===== src/rtl/vga_stream_out.sv =====
// VGA raster output stage: 640x480@60 timing fed by a valid/ready pixel stream with SOP framing.
// Optional colour-bar generator enabled by defining VGA_TEST_PATTERN_EN (adds the test_mode input).
module vga_stream_out #(
    parameter int H_ACTIVE = 640,
    parameter int H_FP     = 16,
    parameter int H_SYNC   = 96,
    parameter int H_BP     = 48,
    parameter int V_ACTIVE = 480,
    parameter int V_FP     = 10,
    parameter int V_SYNC   = 2,
    parameter int V_BP     = 33,
    parameter int COLOR_W  = 4,
    parameter logic [3*COLOR_W-1:0] UFLOW_RGB = 12'hF0F
) (
    input  logic                   clk,
    input  logic                   reset,
    input  logic [3*COLOR_W-1:0]   pix_data,
    input  logic                   pix_valid,
    input  logic                   pix_sop,
`ifdef VGA_TEST_PATTERN_EN
    input  logic                   test_mode,
`endif
    output logic                   pix_ready,
    output logic                   vga_hs_n,
    output logic                   vga_vs_n,
    output logic                   vga_blank_n,
    output logic                   vga_sync_n,
    output logic [COLOR_W-1:0]     vga_r,
    output logic [COLOR_W-1:0]     vga_g,
    output logic [COLOR_W-1:0]     vga_b,
    output logic                   frame_start,
    output logic                   underflow
);

    localparam int H_TOTAL = H_ACTIVE + H_FP + H_SYNC + H_BP;
    localparam int V_TOTAL = V_ACTIVE + V_FP + V_SYNC + V_BP;
    localparam int HW      = $clog2(H_TOTAL);
    localparam int VW      = $clog2(V_TOTAL);
    localparam int PW      = 3 * COLOR_W;

    localparam logic [HW-1:0] H_ACT_C  = HW'(H_ACTIVE);
    localparam logic [HW-1:0] H_SS_C   = HW'(H_ACTIVE + H_FP);
    localparam logic [HW-1:0] H_SE_C   = HW'(H_ACTIVE + H_FP + H_SYNC);
    localparam logic [HW-1:0] H_LAST_C = HW'(H_TOTAL - 1);
    localparam logic [VW-1:0] V_ACT_C  = VW'(V_ACTIVE);
    localparam logic [VW-1:0] V_SS_C   = VW'(V_ACTIVE + V_FP);
    localparam logic [VW-1:0] V_SE_C   = VW'(V_ACTIVE + V_FP + V_SYNC);
    localparam logic [VW-1:0] V_LAST_C = VW'(V_TOTAL - 1);

    typedef enum logic [1:0] {SEEK, ARMED, STREAM, FLUSH} state_t;

    state_t        state, next_state;
    logic [HW-1:0] h_cnt;
    logic [VW-1:0] v_cnt;
    logic          active, at_origin, frame_end, set_uflow;
    logic [PW-1:0] rgb_p0;

    assign active     = (h_cnt < H_ACT_C) && (v_cnt < V_ACT_C);
    assign at_origin  = (h_cnt == '0) && (v_cnt == '0);
    assign frame_end  = (h_cnt == H_LAST_C) && (v_cnt == V_LAST_C);
    assign vga_sync_n = 1'b0;

`ifdef VGA_TEST_PATTERN_EN
    // Bar order white..black maps onto the index bits as R=~b1, G=~b2, B=~b0.
    logic [2:0]    bar_idx;
    logic [PW-1:0] bar_rgb;
    assign bar_idx = 3'(int'(h_cnt) / (H_ACTIVE / 8));
    assign bar_rgb = {{COLOR_W{~bar_idx[1]}}, {COLOR_W{~bar_idx[2]}}, {COLOR_W{~bar_idx[0]}}};
`endif

    always_comb begin
        next_state = state;
        pix_ready  = 1'b0;
        rgb_p0     = '0;
        set_uflow  = 1'b0;
        case (state)
            SEEK: begin
                pix_ready = !(pix_valid && pix_sop);
                if (pix_valid && pix_sop) next_state = ARMED;
            end
            ARMED: begin
                if (at_origin) begin
                    pix_ready = 1'b1;
                    if (pix_valid) begin
                        rgb_p0     = pix_data;
                        next_state = STREAM;
                    end else begin
                        rgb_p0     = UFLOW_RGB;
                        set_uflow  = 1'b1;
                        next_state = FLUSH;
                    end
                end
            end
            STREAM: begin
                // Valid is checked before SOP; a misaligned SOP is left in the stream.
                if (active) begin
                    if (!pix_valid) begin
                        pix_ready  = 1'b1;
                        rgb_p0     = UFLOW_RGB;
                        set_uflow  = 1'b1;
                        next_state = FLUSH;
                    end else if (pix_sop && !at_origin) begin
                        next_state = ARMED;
                    end else if (!pix_sop && at_origin) begin
                        next_state = SEEK;
                    end else begin
                        pix_ready = 1'b1;
                        rgb_p0    = pix_data;
                    end
                end
            end
            FLUSH: begin
                if (active) rgb_p0 = UFLOW_RGB;
                if (frame_end) next_state = SEEK;
            end
            default: next_state = SEEK;
        endcase
`ifdef VGA_TEST_PATTERN_EN
        if (test_mode) begin
            pix_ready  = 1'b0;
            set_uflow  = 1'b0;
            next_state = SEEK;
            rgb_p0     = active ? bar_rgb : '0;
        end
`endif
    end

    // Output register stage: everything below is one cycle behind the counters.
    always_ff @(posedge clk) begin
        if (reset) begin
            h_cnt                 <= '0;
            v_cnt                 <= '0;
            state                 <= SEEK;
            underflow             <= 1'b0;
            vga_hs_n              <= 1'b1;
            vga_vs_n              <= 1'b1;
            vga_blank_n           <= 1'b0;
            {vga_r, vga_g, vga_b} <= '0;
            frame_start           <= 1'b0;
        end else begin
            state <= next_state;
            if (h_cnt == H_LAST_C) begin
                h_cnt <= '0;
                v_cnt <= (v_cnt == V_LAST_C) ? '0 : v_cnt + 1'b1;
            end else begin
                h_cnt <= h_cnt + 1'b1;
            end
            vga_hs_n              <= !((h_cnt >= H_SS_C) && (h_cnt < H_SE_C));
            vga_vs_n              <= !((v_cnt >= V_SS_C) && (v_cnt < V_SE_C));
            vga_blank_n           <= active;
            {vga_r, vga_g, vga_b} <= rgb_p0;
            frame_start           <= at_origin;
            underflow             <= underflow | set_uflow;
        end
    end

endmodule

===== config.mk =====
export PLATFORM = sky130hd
export DESIGN_NAME = vga_stream_out
export DESIGN_NICKNAME = d
export VERILOG_FILES = /design/src/rtl/vga_stream_out.sv
export SDC_FILE = /design/constraint.sdc
export NUM_CORES = 1
export LEC_CHECK = 0
export ABC_CLOCK_PERIOD_IN_PS = 1910
export CAP_MARGIN = 20
export CORE_ASPECT_RATIO = 0.7
export CORE_MARGIN = 10
export CORE_UTILIZATION = 56
export DETAILED_ROUTE_END_ITERATION = 8
export DONT_BUFFER_PORTS = 1
export HOLD_SLACK_MARGIN = 0.1
export PLACE_DENSITY = 0.78
export SETUP_SLACK_MARGIN = 0.5
export SKIP_CTS_REPAIR_TIMING = 1
export SLEW_MARGIN = 30
export SYNTH_ARGS = -nofsm -noshare
export SYNTH_HDL_FRONTEND = slang
export SYNTH_SLANG_ARGS = --single-unit

===== constraint.sdc =====
create_clock -name clk -period 1.91 [get_ports clk]
set_input_delay 0.2865 -clock clk [delete_from_list [all_inputs] [get_ports clk]]
set_output_delay 0.2865 -clock clk [all_outputs]
set_load 0.03 [all_outputs]

Word level (Yosys, flattened, before mapping) --
Index checks and enable logic that the tools add are counted.
Word-level totals: flip-flop bits (word level) 39, word-level logic and storage cells 76, output and inout port bits 19, bits of input ports 16
Cells by class: reduce and logical (&&, ||, !) cells 18, multiplexer cells 28, bitwise gates (word level) 1, magnitude comparators 6, equality and inequality tests 10, $add $sub $neg 2
Operator list (count):
- two-way mux 12 bit | 7
- one-hot mux 12 bit (3 select lines) | 1
- adder 10 x 1 -> 10 bit, second input constant | 2
- == test 10 bit, second input constant | 2
- logical NOT 10 bit | 2
- < comparator 10 bit, second input constant | 2
- < comparator 10 x 9 -> 1 bit, second input constant | 2
- two-way mux 2 bit | 7
- greater-or-equal comparator 10 bit, second input constant | 1
- greater-or-equal comparator 10 x 9 -> 1 bit, second input constant | 1
- two-way mux 10 bit | 1
- two-way mux 1 bit | 9
- logical AND 1 bit | 8
- inequality test 2 bit, second input constant | 4
- one-hot mux 2 bit (4 select lines) | 1
- logical NOT 1 bit | 5
- AND reduction 5 bit | 1
- == test 2 bit, second input constant | 2
- inequality test 4 bit, second input constant | 1
- one-hot mux 1 bit (3 select lines) | 1
- == test 2 x 1 -> 1 bit, second input constant | 1
- logical NOT 2 bit | 1
- one-hot mux 1 bit (2 select lines) | 1
- OR reduction 2 bit | 1
- OR 1 bit | 1

Longest topological paths before layout --
depth after elaboration 8, gate-level depth with buffers 12, gate-level depth less buffers 12

Worst setup path before layout --
Ideal clock, no wire load.
kind reg2out, start register h_cnt[0], end output pix_ready, slack -0.261 ns, arrival 1.885 ns, stages on the path, launching flop included 11, data required time 1.623 ns, buffers on the path 0, cell sequence dfxtp_1 inv_1 ha_1 nor4b_1 nand2_1 nor3_2 ha_1 nor2b_1 o21ai_0 nor2_1 nor2_1
On the way: cells in the longest elaborated chain, start to end 8, elaborated cells on any way between the ends 13, classes of those cells 1 x order compare; 6 x mux; 6 x reduce/logical
RTL lines:
- from (decl) | RTL line 53 | logic [HW-1:0] h_cnt;
- from (signal assigned) | RTL line 146 | h_cnt <= h_cnt + 1'b1;
- logical NOT 10 bit * | RTL line 59 | assign at_origin = (h_cnt == '0) && (v_cnt == '0);
- logical AND 1 bit * | RTL line 59
- named net at_origin | RTL line 55 | logic active, at_origin, frame_end, set_uflow;
- logical AND 1 bit or logical NOT 1 bit (tied branches) | RTL line 104, 102
- two-way mux 1 bit or logical AND 1 bit (tied branches) | RTL line 104, 102
- two-way mux 1 bit | RTL line 102 | end else if (pix_sop && !at_origin) begin
- two-way mux 1 bit | RTL line 97 | if (!pix_valid) begin
- two-way mux 1 bit | RTL line 96 | if (active) begin
- one-hot mux 1 bit (3 select lines) * | RTL line 76 | case (state)
- to (decl) | RTL line 23 | output logic pix_ready,
Mark *: on every way through the listed nets, which the timed path passes. The rest lies on a longest branch.

Worst setup path after layout --
start register v_cnt[7], end output pix_ready
On the way: cells in the longest elaborated chain, start to end 8, elaborated cells on any way between the ends 13, classes of those cells 1 x order compare; 6 x mux; 6 x reduce/logical
RTL lines:
- from (decl) | RTL line 54 | logic [VW-1:0] v_cnt;
- from (signal assigned) | RTL line 144 | v_cnt <= (v_cnt == V_LAST_C) ? '0 : v_cnt + 1'b1;
- logical NOT 10 bit * | RTL line 59
- logical AND 1 bit * | RTL line 59
- named net at_origin | RTL line 55
- logical AND 1 bit or logical NOT 1 bit (tied branches) | RTL line 104, 102
- two-way mux 1 bit or logical AND 1 bit (tied branches) | RTL line 104, 102
- two-way mux 1 bit | RTL line 102
- two-way mux 1 bit | RTL line 97
- two-way mux 1 bit | RTL line 96
- one-hot mux 1 bit (3 select lines) * | RTL line 76
Marks and branches as above.

==> impl_metrics.csv <==
group,metric,value,unit
status,status,"finished with violations",
status,failed_checks,"setup timing",
cts,cts_tree,"done",
critical_path,worstPathCellList,"nor4_4 -> nand2_4 -> nor3_4 -> ha_1 -> nor2b_1 -> o21ai_1 -> nor2_1 -> nor2_2 -> buf_6",
final_layout,final_cells,286,
die,chipWidth,89.1,um
detailed_routing,avgRoutedWirePerCell,17.8,um
flow_run,drv_cap,0,
logic_synthesis,yosysTopAreaCell,"dfxtp_1",
timing,clock_skew,0.0101,ns
final_layout,final_area,2430,um^2
detailed_routing,vias_per_cell,5.86,
die,start_util,0.591,
logic_synthesis,synth-simple-area-share,0.270,
logic_synthesis,synth_top_flop_cell,"dfxtp_1",
critical_path,cpMaxStageDelayCell,"nor4_4",
final_layout,syn2layout_area_growth,29.6,%
timing,fmax,420,MHz
final_layout,antenna_cells,0,
critical_path,cp.arrival,2.09,ns
global_routing,grt_pass1_wl,7670,um
logic_synthesis,synth_seq_cells,39,
logic_synthesis,synthMuxAreaShare,0,
placement,gp_congestion,0.898,
global_routing,gr-usage-all-layers,0.161,
power,ir_drop,1.16,mV
die,die_y,68.4,um
logic_synthesis,synth_fa_ha_area_frac,0.0735,
cts,htree_levels,2,
logic_synthesis,yosysSeqAreaShare,0.417,
cts,cts-root-buf,"clkbuf_8",
detailed_routing,drt-pass1-iter-count,4,
timing,post-route-min-period,2.38,ns
detailed_routing,wl_met2,2620,um
detailed_routing,drtAntennaViolNets,0,
final_layout,utilization,0.765,
logic_synthesis,yosysWarnings,0,
detailed_routing,drtIter0Drc,90,
logic_synthesis,syn_nets,232,
critical_path,worstPathRequired,1.62,ns
global_routing,antenna_found_initial,0,
timing,setup-violations-final,18,
power,powerDensity,973,nW/um^2
critical_path,critPathTopFamily,"simple AND/OR/NAND/NOR gates",
timing,setup_ws,-0.469,ns
logic_synthesis,synth_area_per_cell,9.13,um^2
detailed_routing,drt_drc_violations_left,0,
detailed_routing,drt-met1-wl,2110,um
detailed_routing,drt_wl_total,5100,um
global_routing,grt_pass1_vias,1643,
timing,slew_headroom,0.581,
placement,dp_hpwl,3590,um
logic_synthesis,synth_area_leaders,"dfxtp_1, ha_1, nor2_1, xor2_1, xnor2_1",
logic_synthesis,synth_edf_count,0,
cts,clk_pin_slew,0.09,ns
logic_synthesis,synth_area,1870,um^2
critical_path,cp_slowest_stage_delay,0.36,ns
die,core_region_area,3170,um^2
die,num_rows,17,
timing,finalSetupTns,-4.10,ns
detailed_routing,route.met3.wl,311,um
cts,cts_sinks,39,
cts,insertion_delay,0.29,ns
timing,timing.final.crit_share,1.25,
logic_synthesis,synthArstFlopShare,0,
placement,port_buffers,0,
critical_path,path_buf_inv,1,
logic_synthesis,synth_top_family_by_area,"simple AND/OR/NAND/NOR gates",
die,fp.dieArea,6090,um^2
global_routing,grt_max_degree,21,
critical_path,crit_path_end_kind,"output pin",
cts,cts_buffers,5,
logic_synthesis,netlist_instances,205,
final_layout,n_fill_cell,206,
critical_path,path_max_fanout,2,
logic_synthesis,synth_cell_types,42,
min_path,hold_class,"in2reg",
timing,holdWs,0.120,ns
final_layout,layout-drive-gt1-share,0.310,
critical_path,path_class,"reg2out",
global_routing,grt_overflow,0,
detailed_routing,num_vias,1677,
logic_synthesis,synth_xor_area_frac,0.0795,
critical_path,crit_path_start_kind,"flop",
detailed_routing,top_layer_used,"met4",
cts,cts_buffer_depth,2,
die,ioPinCount,35,
placement,dp.cells,270,
placement,placed_cell_area,2180,um^2
final_layout,finalNetCount,274,
timing,drv_slew,0,
power,leakage,1.02,nW
timing,hold_viol,0,
logic_synthesis,synth_top_cell_area_share,0.417,
logic_synthesis,synth_compound_area_frac,0.114,
timing,rsz0062_at_grt,"true",
timing,worst_pin_slew,0.626,ns
[flip-flops by register name, indices dropped and copies added, names as in the netlist]
signal	flops
underflow	1
h_cnt	10
vga_hs_n	1
vga_g	4
frame_start	1
vga_vs_n	1
vga_r	4
v_cnt	10
vga_blank_n	1
vga_b	4
state	2
[path summary, 6_finish.rpt]
path / depth (start not counted) / startpoint / endpoint / slack (ns)
setup / recovery: 9 / v_cnt[7] / pix_ready / -0.47
hold / removal: 2 / reset / vga_vs_n / 0.12
setup reg to reg: 10 / v_cnt[7] / state[1] / -0.33
hold reg to reg: 2 / h_cnt[0] / h_cnt[0] / 0.54
[placed cells by master, fill, tap and decap left out, types with 3 or more instances in the layout]
cell type and count:
buf_4 38, dfxtp_1 35, nor2_1 26, nand2_1 12
xor2_1 10, inv_1 9, ha_1 9, nor3_1 8
o21a_1 8, xnor2_1 7, nand4_1 6, and3_1 6
clkbuf_8 6, nand3_1 5, and4_1 5, o21ai_1 4
dfxtp_2 4, nor4_4 3, a41oi_1 3, buf_6 3
[per-stage QoR]
stage | power, mW | setup slack (ns)
3_5_place_dp | 1.56 | -0.266
6_report | 2.36 | -0.469
4_1_cts | 2.30 | -0.586
5_1_grt | 2.48 | -0.589
2_1_floorplan | 1.39 | -0.0719
3_3_place_gp | 1.53 | -0.158
[cell families after synthesis]
| group | Yosys count |
|---|---|
| other | 1 |
| flip-flops | 39 |
| adder cells (fa/ha/maj) | 11 |
| XOR/XNOR | 17 |
| buffers and inverters | 19 |
| AO/OA/AOI/OAI | 28 |
| AND/OR/NAND/NOR | 90 |
[cell type report]
type                       instances  area (um^2)  share of cell area
tap                               38         47.5              0.0196
clock buffer                       6         82.6              0.0340
sequential                        39          786               0.324
inverter                          12         47.5              0.0196
multi-input combinational        147         1090               0.451
timing repair buffer              42          329               0.136
clock inverter                     2         38.8              0.0160
[metal layers]
metal,GRT usage,up-vias
met3,0.0474,8
li1,-,792
met1,0.185,813
met4,0.0593,0
met2,0.281,64
met5,0,-
[report_power, final]
group / internal, mW / leakage [nW] / switching [mW]
Clock: 0.430 / 0.0618 / 0.304
Sequential: 0.874 / 0.318 / 0.119
Combinational: 0.281 / 0.644 / 0.352
[Yosys cell counts (4+ instances only)]
master,n
nand3_1,5
nor2_1,28
inv_1,11
xor2_1,10
nand4_1,6
nor3_1,8
o21a_1,8
ha_1,11
xnor2_1,7
o21ai_0,4
nand2_1,13
dfxtp_1,39
and4_1,5
and3_1,6
(Power assumes the default switching activity.)
